[src/rtl/pipeline_ctrl_pkg.sv]
// Shared pipeline-control definitions: instruction type codes, register-file geometry
// and a popcount helper used by the hazard scoreboard.
package pipeline_ctrl_pkg;

  localparam int unsigned REG_ADDR_W = 5;
  localparam int unsigned NUM_REGS   = 32;
  localparam int unsigned CNT_W      = 6;

  typedef enum logic [4:0] {
    INSTR_NOOP     = 5'd0,
    INSTR_LOAD_IMM = 5'd1,
    INSTR_LOAD_MEM = 5'd2,
    INSTR_STORE    = 5'd3,
    INSTR_ALU_OP   = 5'd4,
    INSTR_JUMP     = 5'd5
  } instr_type_e;

  typedef logic [REG_ADDR_W-1:0] reg_addr_t;

  function automatic logic [CNT_W-1:0] popcount(input logic [NUM_REGS-1:0] vec);
    logic [CNT_W-1:0] cnt;
    cnt = '0;
    for (int i = 0; i < NUM_REGS; i++) begin
      cnt = cnt + CNT_W'(vec[i]);
    end
    return cnt;
  endfunction

endpackage

[src/rtl/hazard_scoreboard.sv]
// In-flight register write scoreboard: set on issue, clear on write-back, three pend lookups
// and a registered popcount. WB_BYPASS_EN hides a same-cycle write-back from the lookups.
module hazard_scoreboard
  import pipeline_ctrl_pkg::*;
#(
  parameter int unsigned NUM_REGS_P = pipeline_ctrl_pkg::NUM_REGS
) (
  input  logic             clk,
  input  logic             rst,
  input  logic             i_set_en,
  input  logic [4:0]       i_set_reg,
  input  logic             i_clr_en,
  input  logic [4:0]       i_clr_reg,
  input  logic [4:0]       i_rd_reg_0,
  input  logic [4:0]       i_rd_reg_1,
  input  logic [4:0]       i_rd_reg_2,
  output logic             o_pend_0,
  output logic             o_pend_1,
  output logic             o_pend_2,
  output logic             o_clr_hit,
  output logic [CNT_W-1:0] o_pending_count
);

  logic [NUM_REGS_P-1:0] r_board;
  logic [NUM_REGS_P-1:0] w_board_d;
  logic [NUM_REGS_P-1:0] w_clr_mask;
  logic [NUM_REGS_P-1:0] w_pend_vec;
  logic [CNT_W-1:0]      r_pending_count;

  always_comb begin
    w_clr_mask = '0;
    if (i_clr_en) begin
      w_clr_mask[i_clr_reg] = 1'b1;
    end
  end

  // Set is applied after clear so a same-cycle issue to the retiring register wins.
  always_comb begin
    w_board_d = r_board & ~w_clr_mask;
    if (i_set_en && (i_set_reg != '0)) begin
      w_board_d[i_set_reg] = 1'b1;
    end
    w_board_d[0] = 1'b0;
  end

`ifdef WB_BYPASS_EN
  assign w_pend_vec = r_board & ~w_clr_mask;
`else
  assign w_pend_vec = r_board;
`endif

  assign o_pend_0  = (i_rd_reg_0 != '0) && w_pend_vec[i_rd_reg_0];
  assign o_pend_1  = (i_rd_reg_1 != '0) && w_pend_vec[i_rd_reg_1];
  assign o_pend_2  = (i_rd_reg_2 != '0) && w_pend_vec[i_rd_reg_2];
  assign o_clr_hit = r_board[i_clr_reg];

  always_ff @(posedge clk) begin
    if (rst) begin
      r_board         <= '0;
      r_pending_count <= '0;
    end else begin
      r_board         <= w_board_d;
      r_pending_count <= popcount(w_board_d);
    end
  end

  assign o_pending_count = r_pending_count;

endmodule

[src/rtl/decode_hazard_ctrl.sv]
// Decode-stage stall/squash sequencer: RAW/WAW stall from the scoreboard, multi-cycle squash
// window on taken jumps, sticky spurious write-back flag. Optional macro: WB_BYPASS_EN.
module decode_hazard_ctrl
  import pipeline_ctrl_pkg::*;
#(
  parameter int unsigned SQUASH_CYCLES = 2,
  parameter int unsigned NUM_REGS      = pipeline_ctrl_pkg::NUM_REGS
) (
  input  logic       clk,
  input  logic       rst,
  input  logic       dec_valid,
  input  logic [4:0] dec_instr_type,
  input  logic [4:0] dec_src_0,
  input  logic       dec_src_0_used,
  input  logic [4:0] dec_src_1,
  input  logic       dec_src_1_used,
  input  logic [4:0] dec_dst,
  input  logic       dec_dst_used,
  input  logic       wb_write_en,
  input  logic [4:0] wb_write_reg,
  input  logic       jump_taken,
  output logic       stall,
  output logic       squash,
  output logic [5:0] pending_count,
  output logic       err_spurious_wb
);

  localparam logic [3:0] SquashLoad = 4'(SQUASH_CYCLES - 1);

  logic       w_pend_src_0;
  logic       w_pend_src_1;
  logic       w_pend_dst;
  logic       w_clr_hit;
  logic       w_hazard;
  logic       w_squash;
  logic       w_stall;
  logic       w_issue;
  logic       w_spurious;
  logic [3:0] r_squash_cnt;
  logic [3:0] w_squash_cnt_d;
  logic       r_err_spurious_wb;
  logic       w_unused;

  // Stall/squash are driven by decoded register fields only; the type code is not needed.
  assign w_unused = ^dec_instr_type;

  hazard_scoreboard #(
    .NUM_REGS_P (NUM_REGS)
  ) u_scoreboard (
    .clk             (clk),
    .rst             (rst),
    .i_set_en        (w_issue),
    .i_set_reg       (dec_dst),
    .i_clr_en        (wb_write_en),
    .i_clr_reg       (wb_write_reg),
    .i_rd_reg_0      (dec_src_0),
    .i_rd_reg_1      (dec_src_1),
    .i_rd_reg_2      (dec_dst),
    .o_pend_0        (w_pend_src_0),
    .o_pend_1        (w_pend_src_1),
    .o_pend_2        (w_pend_dst),
    .o_clr_hit       (w_clr_hit),
    .o_pending_count (pending_count)
  );

  assign w_hazard = dec_valid & ((dec_src_0_used & w_pend_src_0) |
                                 (dec_src_1_used & w_pend_src_1) |
                                 (dec_dst_used   & w_pend_dst));

  assign w_squash = jump_taken | (r_squash_cnt != '0);
  assign w_stall  = w_hazard & ~w_squash;
  assign w_issue  = dec_valid & ~w_stall & ~w_squash & dec_dst_used & (dec_dst != '0);

  // A jump inside the window reloads, so the window always ends SQUASH_CYCLES after the last jump.
  always_comb begin
    w_squash_cnt_d = r_squash_cnt;
    if (jump_taken) begin
      w_squash_cnt_d = SquashLoad;
    end else if (r_squash_cnt != '0) begin
      w_squash_cnt_d = r_squash_cnt - 4'd1;
    end
  end

  assign w_spurious = wb_write_en & (wb_write_reg != '0) & ~w_clr_hit;

  always_ff @(posedge clk) begin
    if (rst) begin
      r_squash_cnt      <= '0;
      r_err_spurious_wb <= 1'b0;
    end else begin
      r_squash_cnt      <= w_squash_cnt_d;
      r_err_spurious_wb <= r_err_spurious_wb | w_spurious;
    end
  end

  assign stall           = w_stall & ~rst;
  assign squash          = w_squash & ~rst;
  assign err_spurious_wb = r_err_spurious_wb;

endmodule

[config.mk]
export PLATFORM = sky130hd
export DESIGN_NAME = decode_hazard_ctrl
export DESIGN_NICKNAME = d
export VERILOG_FILES = /design/src/rtl/pipeline_ctrl_pkg.sv /design/src/rtl/hazard_scoreboard.sv /design/src/rtl/decode_hazard_ctrl.sv
export SDC_FILE = /design/constraint.sdc
export NUM_CORES = 1
export LEC_CHECK = 0
export ABC_AREA = 1
export BUFFER_PORTS_ARGS = -buffer_cell sky130_fd_sc_hd__buf_2
export CAP_MARGIN = 5
export CORE_MARGIN = 2
export CORE_UTILIZATION = 30
export DETAILED_ROUTE_END_ITERATION = 10
export SYNTH_ARGS = -nofsm -noshare
export SYNTH_HDL_FRONTEND = slang
export SYNTH_SLANG_ARGS = --single-unit
[constraint.sdc]
create_clock -name clk -period 9.7 [get_ports clk]
set_input_delay 2.91 -clock clk [delete_from_list [all_inputs] [get_ports clk]]
set_output_delay 2.91 -clock clk [all_outputs]
set_load 0.005 [all_outputs]
==> flow_summary.json, run 1 <==
{
  "antenna_left": 0,
  "dp_hpwl_um": 11200,
  "period_needed_ns": 9.19,
  "drt_total_wl_um": 14500,
  "placement_setup_slack_ns": 0.256,
  "cts.sink_count": 42,
  "critPathMostFrequentCell": "sky130_fd_sc_hd__nand2_1",
  "cts.hold.buffers_added": 0,
  "postSynthRegisterBits": 42,
  "synth-warning-count": 0,
  "setup-tns-final_ns": 0,
  "worstReg2RegEnd": "u_scoreboard.o_pending_count[4]",
  "setup_ws_ns": 0.513,
  "total_leakage_power_nw": 2.47,
  "timing.reg2reg.worst_path_depth": 28,
  "coreArea_sq_mm": 0.0139,
  "grt_max_degree": 39,
  "viasPerCell": 5.04,
  "rows": 43,
  "wire_per_inst_um": 15.5,
  "start_util_pct": 30.9,
  "rsz0062_at_grt": "false",
  "dr.first_iter.drc_count": 443,
  "synth_area_sq_mm": 0.00430,
  "cts.repair.resized": 0,
  "fillCellCount": 1544,
  "postSynthCellCount": 713,
  "timing.critical_path.required_ns": 9.88,
  "maxSlewViolCount": 0,
  "yosys.cell_types.count": 35,
  "fin_nets": 820,
  "crit_type": "input port to flop",
  "final_min_period_over_clock_period_pct": 94.7,
  "antenna_found_initial": 0,
  "synth.yosys.seq_area_share_pct": 19.5,
  "endpoint_kind": "flop",
  "drt_drc_violations_left": 0,
  "area_growth_pct": 14.5,
  "hold_class": "flop to flop",
  "maxSlewHeadroom_pct": 38.5,
  "fp.dieH_um": 124,
  "grt_pass1_wl_um": 23500,
  "run_status": "complete, no violations",
  "n_antenna_cell": 0,
  "clk_latency_worst_skew_pair_ns": 0.29,
  "critical_path_peak_fanout": 31,
  "drive_above_1_share_pct": 11.3,
  "cts_root_buf": "sky130_fd_sc_hd__clkbuf_16",
  "power_per_cell_area_mw_per_mm2": 123,
  "io_pins": 42,
  "worstReg2RegStart": "r_squash_cnt[0]",
  "numPortBuffers": 36,
  "vdd.ir_drop.worst_v": 0.0000724,
  "chipWidth_um": 124,
  "finalClockSkew_ns": 0.00618,
  "place.gp.congestion": 0.957,
  "dr_total_vias": 4709,
  "setup-violations-final": 0,
  "cp_slowest_stage_delay_ns": 0.55,
  "worst_setup_path_endpoint": "u_scoreboard.o_pending_count[4]",
  "timing_worst_slew_pin_value_ns": 0.915,
  "cts_buffers": 5,
  "tritoncts": "built",
  "maxCapViolCount": 0,
  "via_count_of_the_first_global_routing_pass": 4485,
  "die_area_sq_mm": 0.0153,
  "globalRouteTotalUtil_pct": 20.0,
  "hold_viol": 0,
  "cts.repair_timing.setup_buffer_count": 0,
  "cts-htree-levels": 2,
  "maximum_clock_rate_mhz": 109,
  "syn-mean-instance-area_sq_um": 6.03,
  "synth.net_count": 780,
  "clk_path_buf_depth": 2,
  "grt_overflow": 0,
  "timing.critical_path.from": "dec_dst[0]",
  "worst_setup_path_start_kind": "input port",
  "critPathSlowestCell": "sky130_fd_sc_hd__fa_1",
  "clk_pin_slew_worst_paths_ns": 0.07,
  "cp.arrival_ns": 9.37,
  "first_pass_iters": 6,
  "setup.reg_to_reg.worst_slack_ns": 3.06
}
-- area by class of cell --
| cell class | count | area (sq um) | share of cell area (%) |
|---|---|---|---|
| clock buffers | 6 | 139 | 2.82 |
| repair buffers | 55 | 335 | 6.81 |
| flip-flops and latches | 42 | 841 | 17.1 |
| well taps | 180 | 225 | 4.57 |
| multi-input cells | 514 | 2820 | 57.2 |
| inverters | 135 | 507 | 10.3 |
| clock inverters | 2 | 60.1 | 1.22 |
-- how the worst min path moves through the flow --
stage	start	end	cells after the start	slack [ns]
after CTS	err_spurious_wb	err_spurious_wb	2	0.46
after global placement	err_spurious_wb	err_spurious_wb	2	0.44
final	err_spurious_wb	err_spurious_wb	2	0.45
after floorplan	err_spurious_wb	err_spurious_wb	2	0.45
after detailed placement	err_spurious_wb	err_spurious_wb	2	0.45
after global routing	err_spurious_wb	err_spurious_wb	2	0.49
-- layout by cell type, fill, tap and decap left out, types with 2 or more instances in the layout --
cell type,n
sky130_fd_sc_hd__nand2_1,198
sky130_fd_sc_hd__inv_1,129
sky130_fd_sc_hd__nand3_1,71
sky130_fd_sc_hd__a21oi_1,65
sky130_fd_sc_hd__nor2_1,55
sky130_fd_sc_hd__dfxtp_1,42
sky130_fd_sc_hd__buf_2,36
sky130_fd_sc_hd__o21ai_0,27
sky130_fd_sc_hd__fa_1,23
sky130_fd_sc_hd__buf_4,18
sky130_fd_sc_hd__nor3_1,17
sky130_fd_sc_hd__ha_1,11
sky130_fd_sc_hd__o22ai_1,10
sky130_fd_sc_hd__nand3_2,9
sky130_fd_sc_hd__inv_2,6
sky130_fd_sc_hd__clkbuf_16,5
sky130_fd_sc_hd__a31oi_1,4
sky130_fd_sc_hd__nand4_1,3
sky130_fd_sc_hd__o211ai_1,2
sky130_fd_sc_hd__nor2_2,2
sky130_fd_sc_hd__o21ai_1,2
sky130_fd_sc_hd__nand2_2,2
sky130_fd_sc_hd__o21bai_1,2
sky130_fd_sc_hd__bufinv_16,2
-- worst max-delay path, delay by kind of cell --
family | cells | cell delay, ns
simple gates | 15 | 1.36
buf+inv | 8 | 1.01
fa+ha+maj | 9 | 3.90
compound gates | 2 | 0.19
-- routing by layer --
metal | up-vias | wire length (um) | GRT usage, %
met5 | - | 0 | 0
met4 | 0 | 356 | 6.11
met3 | 30 | 1250 | 3.94
met2 | 223 | 6340 | 31.0
met1 | 2128 | 6550 | 27.9
li1 | 2328 | - | -
-- power by group --
part | switching (mW) | internal [mW] | leakage (nW)
clock network | 0.0738 | 0.155 | 0.0971
registers | 0.00361 | 0.182 | 0.341
logic | 0.125 | 0.0686 | 2.03
total | 0.202 | 0.405 | 2.47
-- per-stage QoR --
step	hold WS [ns]	instances	total power [mW]	cell area [sq um]	utilization, %
after floorplan	0.447	713	0.326	4300	-
after global placement	0.442	926	0.380	4730	33.9
after detailed placement	0.453	926	0.380	4730	33.9
after CTS	0.464	934	0.612	4930	35.4
after global routing	0.488	934	0.647	4930	35.4
final	0.454	934	0.607	4930	35.4
-- synth_stat cells --
cell | instances | area [sq um]
sky130_fd_sc_hd__ha_1 | 11 | 138
sky130_fd_sc_hd__and3_1 | 1 | 6.26
sky130_fd_sc_hd__clkbuf_1 | 4 | 15.0
sky130_fd_sc_hd__o22ai_1 | 10 | 62.6
sky130_fd_sc_hd__nand4_4 | 1 | 21.3
sky130_fd_sc_hd__o211ai_1 | 2 | 15.0
sky130_fd_sc_hd__a31oi_1 | 4 | 25.0
sky130_fd_sc_hd__nand3_2 | 9 | 90.1
sky130_fd_sc_hd__nand4_1 | 3 | 18.8
sky130_fd_sc_hd__a211oi_1 | 1 | 7.51
sky130_fd_sc_hd__buf_2 | 12 | 60.1
sky130_fd_sc_hd__buf_4 | 2 | 15.0
sky130_fd_sc_hd__o2111ai_1 | 1 | 8.76
sky130_fd_sc_hd__nor3_4 | 1 | 16.3
sky130_fd_sc_hd__nor3_1 | 17 | 85.1
sky130_fd_sc_hd__nor2_2 | 2 | 12.5
sky130_fd_sc_hd__o21ai_1 | 2 | 10.0
sky130_fd_sc_hd__or2_1 | 1 | 6.26
sky130_fd_sc_hd__nor2_4 | 1 | 11.3
sky130_fd_sc_hd__nand3b_1 | 1 | 7.51
sky130_fd_sc_hd__nand3_1 | 71 | 355
sky130_fd_sc_hd__nand2_1 | 198 | 743
sky130_fd_sc_hd__inv_1 | 129 | 484
sky130_fd_sc_hd__nand2_2 | 2 | 12.5
sky130_fd_sc_hd__and2_1 | 1 | 6.26
sky130_fd_sc_hd__xnor2_1 | 1 | 8.76
sky130_fd_sc_hd__inv_2 | 6 | 22.5
sky130_fd_sc_hd__o221ai_1 | 1 | 8.76
sky130_fd_sc_hd__fa_1 | 23 | 460
sky130_fd_sc_hd__a21oi_1 | 65 | 325
sky130_fd_sc_hd__nor2_1 | 55 | 206
sky130_fd_sc_hd__dfxtp_1 | 42 | 841
sky130_fd_sc_hd__o21bai_1 | 2 | 15.0
sky130_fd_sc_hd__o21ai_0 | 27 | 135
sky130_fd_sc_hd__buf_6 | 4 | 45.0
-- cell families after synthesis --
family	count (synthesis)	share of synthesized area [%]
simple gates	364	37.2
fa+ha+maj	34	13.9
compound gates	115	14.3
xor+xnor	1	0.204
flops	42	19.5
buf+inv	157	14.9
-- state kept, by name, indices dropped and copies added, names as in the netlist --
register	cells
err_spurious_wb	1
u_scoreboard.r_board	31
u_scoreboard.o_pending_count	6
r_squash_cnt	4
(Power assumes the default switching activity.)
==> inputs of run 2 (changes only) <==
--- a/config.mk
+++ b/config.mk
@@ -11,6 +11,7 @@
 export CORE_MARGIN = 2
 export CORE_UTILIZATION = 30
 export DETAILED_ROUTE_END_ITERATION = 10
+export RECOVER_POWER = 100
 export SYNTH_ARGS = -nofsm -noshare
 export SYNTH_HDL_FRONTEND = slang
 export SYNTH_SLANG_ARGS = --single-unit
==> run 2 against run 1 <==
Compared with the run above:
- total power is 0.16% lower
- combinational power barely moved
- global-route usage is the same
- the run now ends with max-capacitance violations, max-slew violations left
- highest routed layer unchanged
- utilization is 0.30 points lower
==> flow_summary.json, run 2 (same netlist as run 1, synthesis figures left out) <==
{
  "cts_buffers": 5,
  "hold_viol": 0,
  "coreArea_sq_mm": 0.0139,
  "power_per_cell_area_mw_per_mm2": 124,
  "hold_class": "flop to flop",
  "largest_register_ff_count": 31,
  "dr_total_vias": 4717,
  "globalRouteTotalUtil_pct": 20.0,
  "vdd.ir_drop.worst_v": 0.0000726,
  "maxSlewHeadroom_pct": -22.8,
  "total_leakage_power_nw": 2.44,
  "rsz0062_at_grt": "false",
  "cts_root_buf": "sky130_fd_sc_hd__clkbuf_16",
  "grt_overflow": 0,
  "antenna_found_initial": 0,
  "cp_slowest_stage_delay_ns": 0.54,
  "dp_hpwl_um": 11200,
  "viasPerCell": 5.05,
  "cts.repair.resized": 0,
  "endpoint_kind": "flop",
  "wire_per_inst_um": 15.6,
  "drt_drc_violations_left": 0,
  "die_area_sq_mm": 0.0153,
  "failed_checks": "max-capacitance violations, max-slew violations",
  "finalClockSkew_ns": 0.00905,
  "run_status": "finished, violations left",
  "maxSlewViolCount": 39,
  "drive_above_1_share_pct": 9.15,
  "critPathSlowestCell": "sky130_fd_sc_hd__fa_1",
  "layout.cell_area.non_filler_sq_mm": 0.00488,
  "rows": 43,
  "worstPathBufferInverterCount": 10,
  "fin_nets": 820,
  "timing_worst_slew_pin_value_ns": 1.84,
  "cts.hold.buffers_added": 0,
  "area_growth_pct": 13.6,
  "placed_area_sq_mm": 0.00473,
  "drt_total_wl_um": 14500,
  "tritoncts": "built",
  "maxCapViolCount": 1,
  "dr.first_iter.drc_count": 462,
  "worst_setup_path_start_kind": "input port",
  "cts.sink_count": 42,
  "cp.arrival_ns": 9.39,
  "io_pins": 42,
  "layout.cells.most_common": "sky130_fd_sc_hd__nand2_1",
  "fp.dieH_um": 124,
  "clk_pin_slew_worst_paths_ns": 0.07,
  "antenna_left": 0,
  "start_util_pct": 30.9,
  "cts-htree-levels": 2,
  "clk_latency_worst_skew_pair_ns": 0.29,
  "timing.critical_path.required_ns": 9.88,
  "period_needed_ns": 9.21,
  "critical_path_peak_fanout": 33,
  "largest_register": "u_scoreboard.r_board",
  "setup-tns-final_ns": 0,
  "via_count_of_the_first_global_routing_pass": 4485,
  "first_pass_iters": 5,
  "maximum_clock_rate_mhz": 109,
  "setup-violations-final": 0,
  "numPortBuffers": 36,
  "crit_type": "input port to flop",
  "chipWidth_um": 124,
  "n_antenna_cell": 0,
  "cts.repair_timing.setup_buffer_count": 0,
  "place.gp.congestion": 0.957,
  "critPathMostFrequentCell": "sky130_fd_sc_hd__nand2_1",
  "grt_pass1_wl_um": 23500,
  "clk_path_buf_depth": 2,
  "timing.critical_path.max_delay_family": "adder cells",
  "grt_max_degree": 39,
  "final_min_period_over_clock_period_pct": 95.0,
  "mostFrequentLayoutCells": "sky130_fd_sc_hd__nand2_1, sky130_fd_sc_hd__inv_1, sky130_fd_sc_hd__nand3_1, sky130_fd_sc_hd__a21oi_1, sky130_fd_sc_hd__nor2_1"
}
[run 2: cell type report]
class                   instances  area (sq um)
multi-input cells             514          2790
inverters                     135           507
clock inverters                 2          60.1
clock buffers                   6           139
fillers                      1547          9050
well taps                     180           225
flip-flops and latches         42           841
repair buffers                 55           324
[run 2: final timing paths]
kind | slack [ns] | endpoint | startpoint | cells past startpoint
min | 0.46 | err_spurious_wb | err_spurious_wb | 2
max reg2reg | 3.09 | u_scoreboard.o_pending_count[4] | r_squash_cnt[0] | 28
min reg2reg | 0.46 | err_spurious_wb | err_spurious_wb | 2
max | 0.49 | u_scoreboard.o_pending_count[4] | dec_dst[0] | 36
[run 2: worst register-to-register path: cells and delay by family, from the launching register on]
kind	cells	cell delay (ns)
AOI/OAI and AO/OA	2	0.19
adders and majority gates	9	3.81
DFF	1	0.31
and+or+nand+nor	9	1.33
buffers and inverters	8	0.89
[run 2: per-stage QoR]
| step | power, mW | instances | utilization [%] | hold WS, ns | worst slack (ns) |
|---|---|---|---|---|---|
| after floorplan | 0.326 | 713 | - | 0.447 | 0.916 |
| after global placement | 0.380 | 926 | 33.9 | 0.442 | 0.284 |
| after detailed placement | 0.380 | 926 | 33.9 | 0.453 | 0.256 |
| after CTS | 0.612 | 934 | 35.4 | 0.464 | 0.527 |
| after global routing | 0.645 | 934 | 35.1 | 0.491 | 0.0550 |
| final | 0.606 | 934 | 35.1 | 0.456 | 0.487 |
[run 2: layer usage]
metal | GRT usage (%) | vias up | part of all wire (%)
met4 | 6.11 | 0 | 2.2
met2 | 31.0 | 219 | 44
met3 | 3.94 | 23 | 8.1
met5 | 0 | - | 0
met1 | 27.9 | 2145 | 46
li1 | - | 2330 | -
[run 2: power breakdown]
part / switching, mW / total, mW / internal, mW / leakage (nW)
clock: 0.0748 / 0.230 / 0.155 / 0.0971
sequential: 0.00373 / 0.186 / 0.182 / 0.341
combinational: 0.124 / 0.191 / 0.0672 / 2.00
==> inputs of run 3 (changes only) <==
--- a/config.mk
+++ b/config.mk
@@ -9,7 +9,7 @@
 export BUFFER_PORTS_ARGS = -buffer_cell sky130_fd_sc_hd__buf_2
 export CAP_MARGIN = 5
 export CORE_MARGIN = 2
-export CORE_UTILIZATION = 30
+export CORE_UTILIZATION = 41
 export DETAILED_ROUTE_END_ITERATION = 10
 export RECOVER_POWER = 100
 export SYNTH_ARGS = -nofsm -noshare
==> run 3 against run 2 <==
Compared with the run above:
- the flow still finishes with violations (max-capacitance violations, max-slew violations)
- clock power is 50% lower
- largest power group is now combinational logic
- first-iteration DRC count rose by 1.9%
- final area fell by 3.0%
- sequential power barely moved
- count of clock-buffer cells in the layout shrank 1
- combinational power about the same
- via count rose by 0.15%
- clock skew is 0.00081 ns higher
- fmax is essentially flat
==> flow_summary.json, run 3 (same netlist as run 1, synthesis figures left out) <==
{
  "dr_wl_met3_um": 1060,
  "total_leakage_power_nw": 2.41,
  "critPathSlowestCell": "sky130_fd_sc_hd__fa_1",
  "failed_checks": "max-capacitance violations, max-slew violations",
  "place.gp.congestion": 0.964,
  "dp_hpwl_um": 11300,
  "period_needed_ns": 9.20,
  "largest_register": "u_scoreboard.r_board",
  "dr.first_iter.drc_count": 471,
  "final_min_period_over_clock_period_pct": 94.9,
  "timing.critical_path.max_delay_family": "adder cells",
  "endpoint_kind": "flop",
  "dr_total_vias": 4724,
  "cts.repair_timing.setup_buffer_count": 0,
  "area_growth_pct": 10.1,
  "wire_per_inst_um": 15.9,
  "crit_type": "input port to flop",
  "run_status": "finished, violations left",
  "internal_power_uw": 298,
  "grt_overflow": 0,
  "fp.dieH_um": 106,
  "drt_drc_violations_left": 0,
  "maxSlewViolCount": 39,
  "power.share.clock_pct": 23.3,
  "setup.reg_to_reg.worst_slack_ns": 3.11,
  "mostFrequentLayoutCells": "sky130_fd_sc_hd__nand2_1, sky130_fd_sc_hd__inv_1, sky130_fd_sc_hd__nand3_1, sky130_fd_sc_hd__a21oi_1, sky130_fd_sc_hd__nor2_1",
  "pwr-share-comb_pct": 39.0,
  "layout.cells.most_common": "sky130_fd_sc_hd__nand2_1",
  "start_util_pct": 41.9,
  "globalRouteTotalUtil_pct": 26.4,
  "cp.arrival_ns": 9.40,
  "cts.repair.resized": 0,
  "io_pins": 42,
  "worstPathBufferInverterCount": 11,
  "switchingPower_uw": 193,
  "grt_pass1_wl_um": 23500,
  "cp_slowest_stage_delay_ns": 0.55,
  "power_uw": 491,
  "n_antenna_cell": 0,
  "drt_total_wl_um": 14200,
  "vdd.ir_drop.worst_v": 0.0000671,
  "layout.cell_area.non_filler_sq_mm": 0.00474,
  "worst_setup_path_start_kind": "input port",
  "maximum_clock_rate_mhz": 109,
  "power_per_cell_area_mw_per_mm2": 104,
  "finalClockSkew_ns": 0.00985,
  "cts-htree-levels": 2,
  "clk_path_buf_depth": 2,
  "clk_pin_slew_worst_paths_ns": 0.08,
  "largest_register_ff_count": 31,
  "cts.sink_count": 42,
  "chipWidth_um": 106,
  "antenna_found_initial": 0,
  "grt_max_degree": 39,
  "tritoncts": "built",
  "antenna_left": 0,
  "cts_buffers": 5,
  "cts.hold.buffers_added": 0,
  "fin_nets": 826,
  "clk_latency_worst_skew_pair_ns": 0.30,
  "numPortBuffers": 36,
  "power.share.sequential_pct": 37.7,
  "coreArea_sq_mm": 0.0103,
  "netSwitchingFraction_pct": 39.3,
  "maxCapViolCount": 1,
  "hold_viol": 0,
  "setup-violations-final": 0,
  "maxSlewHeadroom_pct": -21.4,
  "timing_worst_slew_pin_value_ns": 1.82,
  "via_count_of_the_first_global_routing_pass": 4649,
  "route.top_layer_used": "met4",
  "first_pass_iters": 5,
  "drt-met1-wl_um": 6190,
  "wl_met2_um": 6610,
  "hold_class": "flop to flop",
  "drive_above_1_share_pct": 10.3,
  "die_area_sq_mm": 0.0113,
  "rsz0062_at_grt": "false",
  "cts_root_buf": "sky130_fd_sc_hd__clkbuf_8",
  "setup-tns-final_ns": 0,
  "critical_path_peak_fanout": 31,
  "viasPerCell": 5.28,
  "placed_area_sq_mm": 0.00470,
  "timing.critical_path.required_ns": 9.90,
  "rows": 37
}
-- run 3: cell types whose count changed in the layout (fill, tap and decap cells not counted), sizes merged --
cell,change
clkinv,+2
bufinv,-2
clkbuf,-2
buf,+7
-- run 3: power by group through the flow --
stage	combinational, mW	clock (mW)	sequential, mW
after global routing	0.223	0.123	0.186
after CTS	0.196	0.115	0.185
after floorplan	0.137	0	0.189
after global placement	0.190	0	0.189
after detailed placement	0.194	0	0.189
final	0.192	0.115	0.185
-- run 3: layer usage --
layer,track usage (%),up-vias
li1,-,2337
met1,35.8,2171
met2,43.9,191
met3,2.94,25
met4,8.72,0
met5,0,-
-- run 3: worst paths after layout --
path / cells after the start / startpoint / end
hold reg to reg: 2 / err_spurious_wb / err_spurious_wb
setup / recovery: 36 / dec_dst[0] / u_scoreboard.o_pending_count[4]
setup reg to reg: 30 / r_squash_cnt[0] / u_scoreboard.o_pending_count[4]
hold / removal: 2 / err_spurious_wb / err_spurious_wb
-- run 3: stage by stage --
step	hold slack (ns)	util [%]	std cells	setup WS, ns
floorplan	0.447	-	713	0.916
global placement	0.437	45.8	888	0.187
detailed placement	0.452	45.8	888	0.170
CTS	0.464	46.5	895	0.460
global route	0.494	46.1	895	0.0592
finish	0.460	46.1	895	0.496
-- run 3: worst reg2reg max path, delay by kind of cell, from the launching register on --
family | cells | cell delay [ns]
adder cells (fa/ha/maj) | 9 | 3.71
flip-flops | 1 | 0.32
AND/OR/NAND/NOR | 9 | 1.22
AO/OA/AOI/OAI | 2 | 0.20
buffers and inverters | 10 | 1.03
-- run 3: cell type report --
cell class	instances	area, sq um
Inverter	135	507
Clock buffer	5	68.8
Clock inverter	2	10.0
Tap cell	136	170
Multi-Input combinational cell	514	2790
Sequential cell	42	841
Fill cell	1144	5540
Timing Repair Buffer	61	350
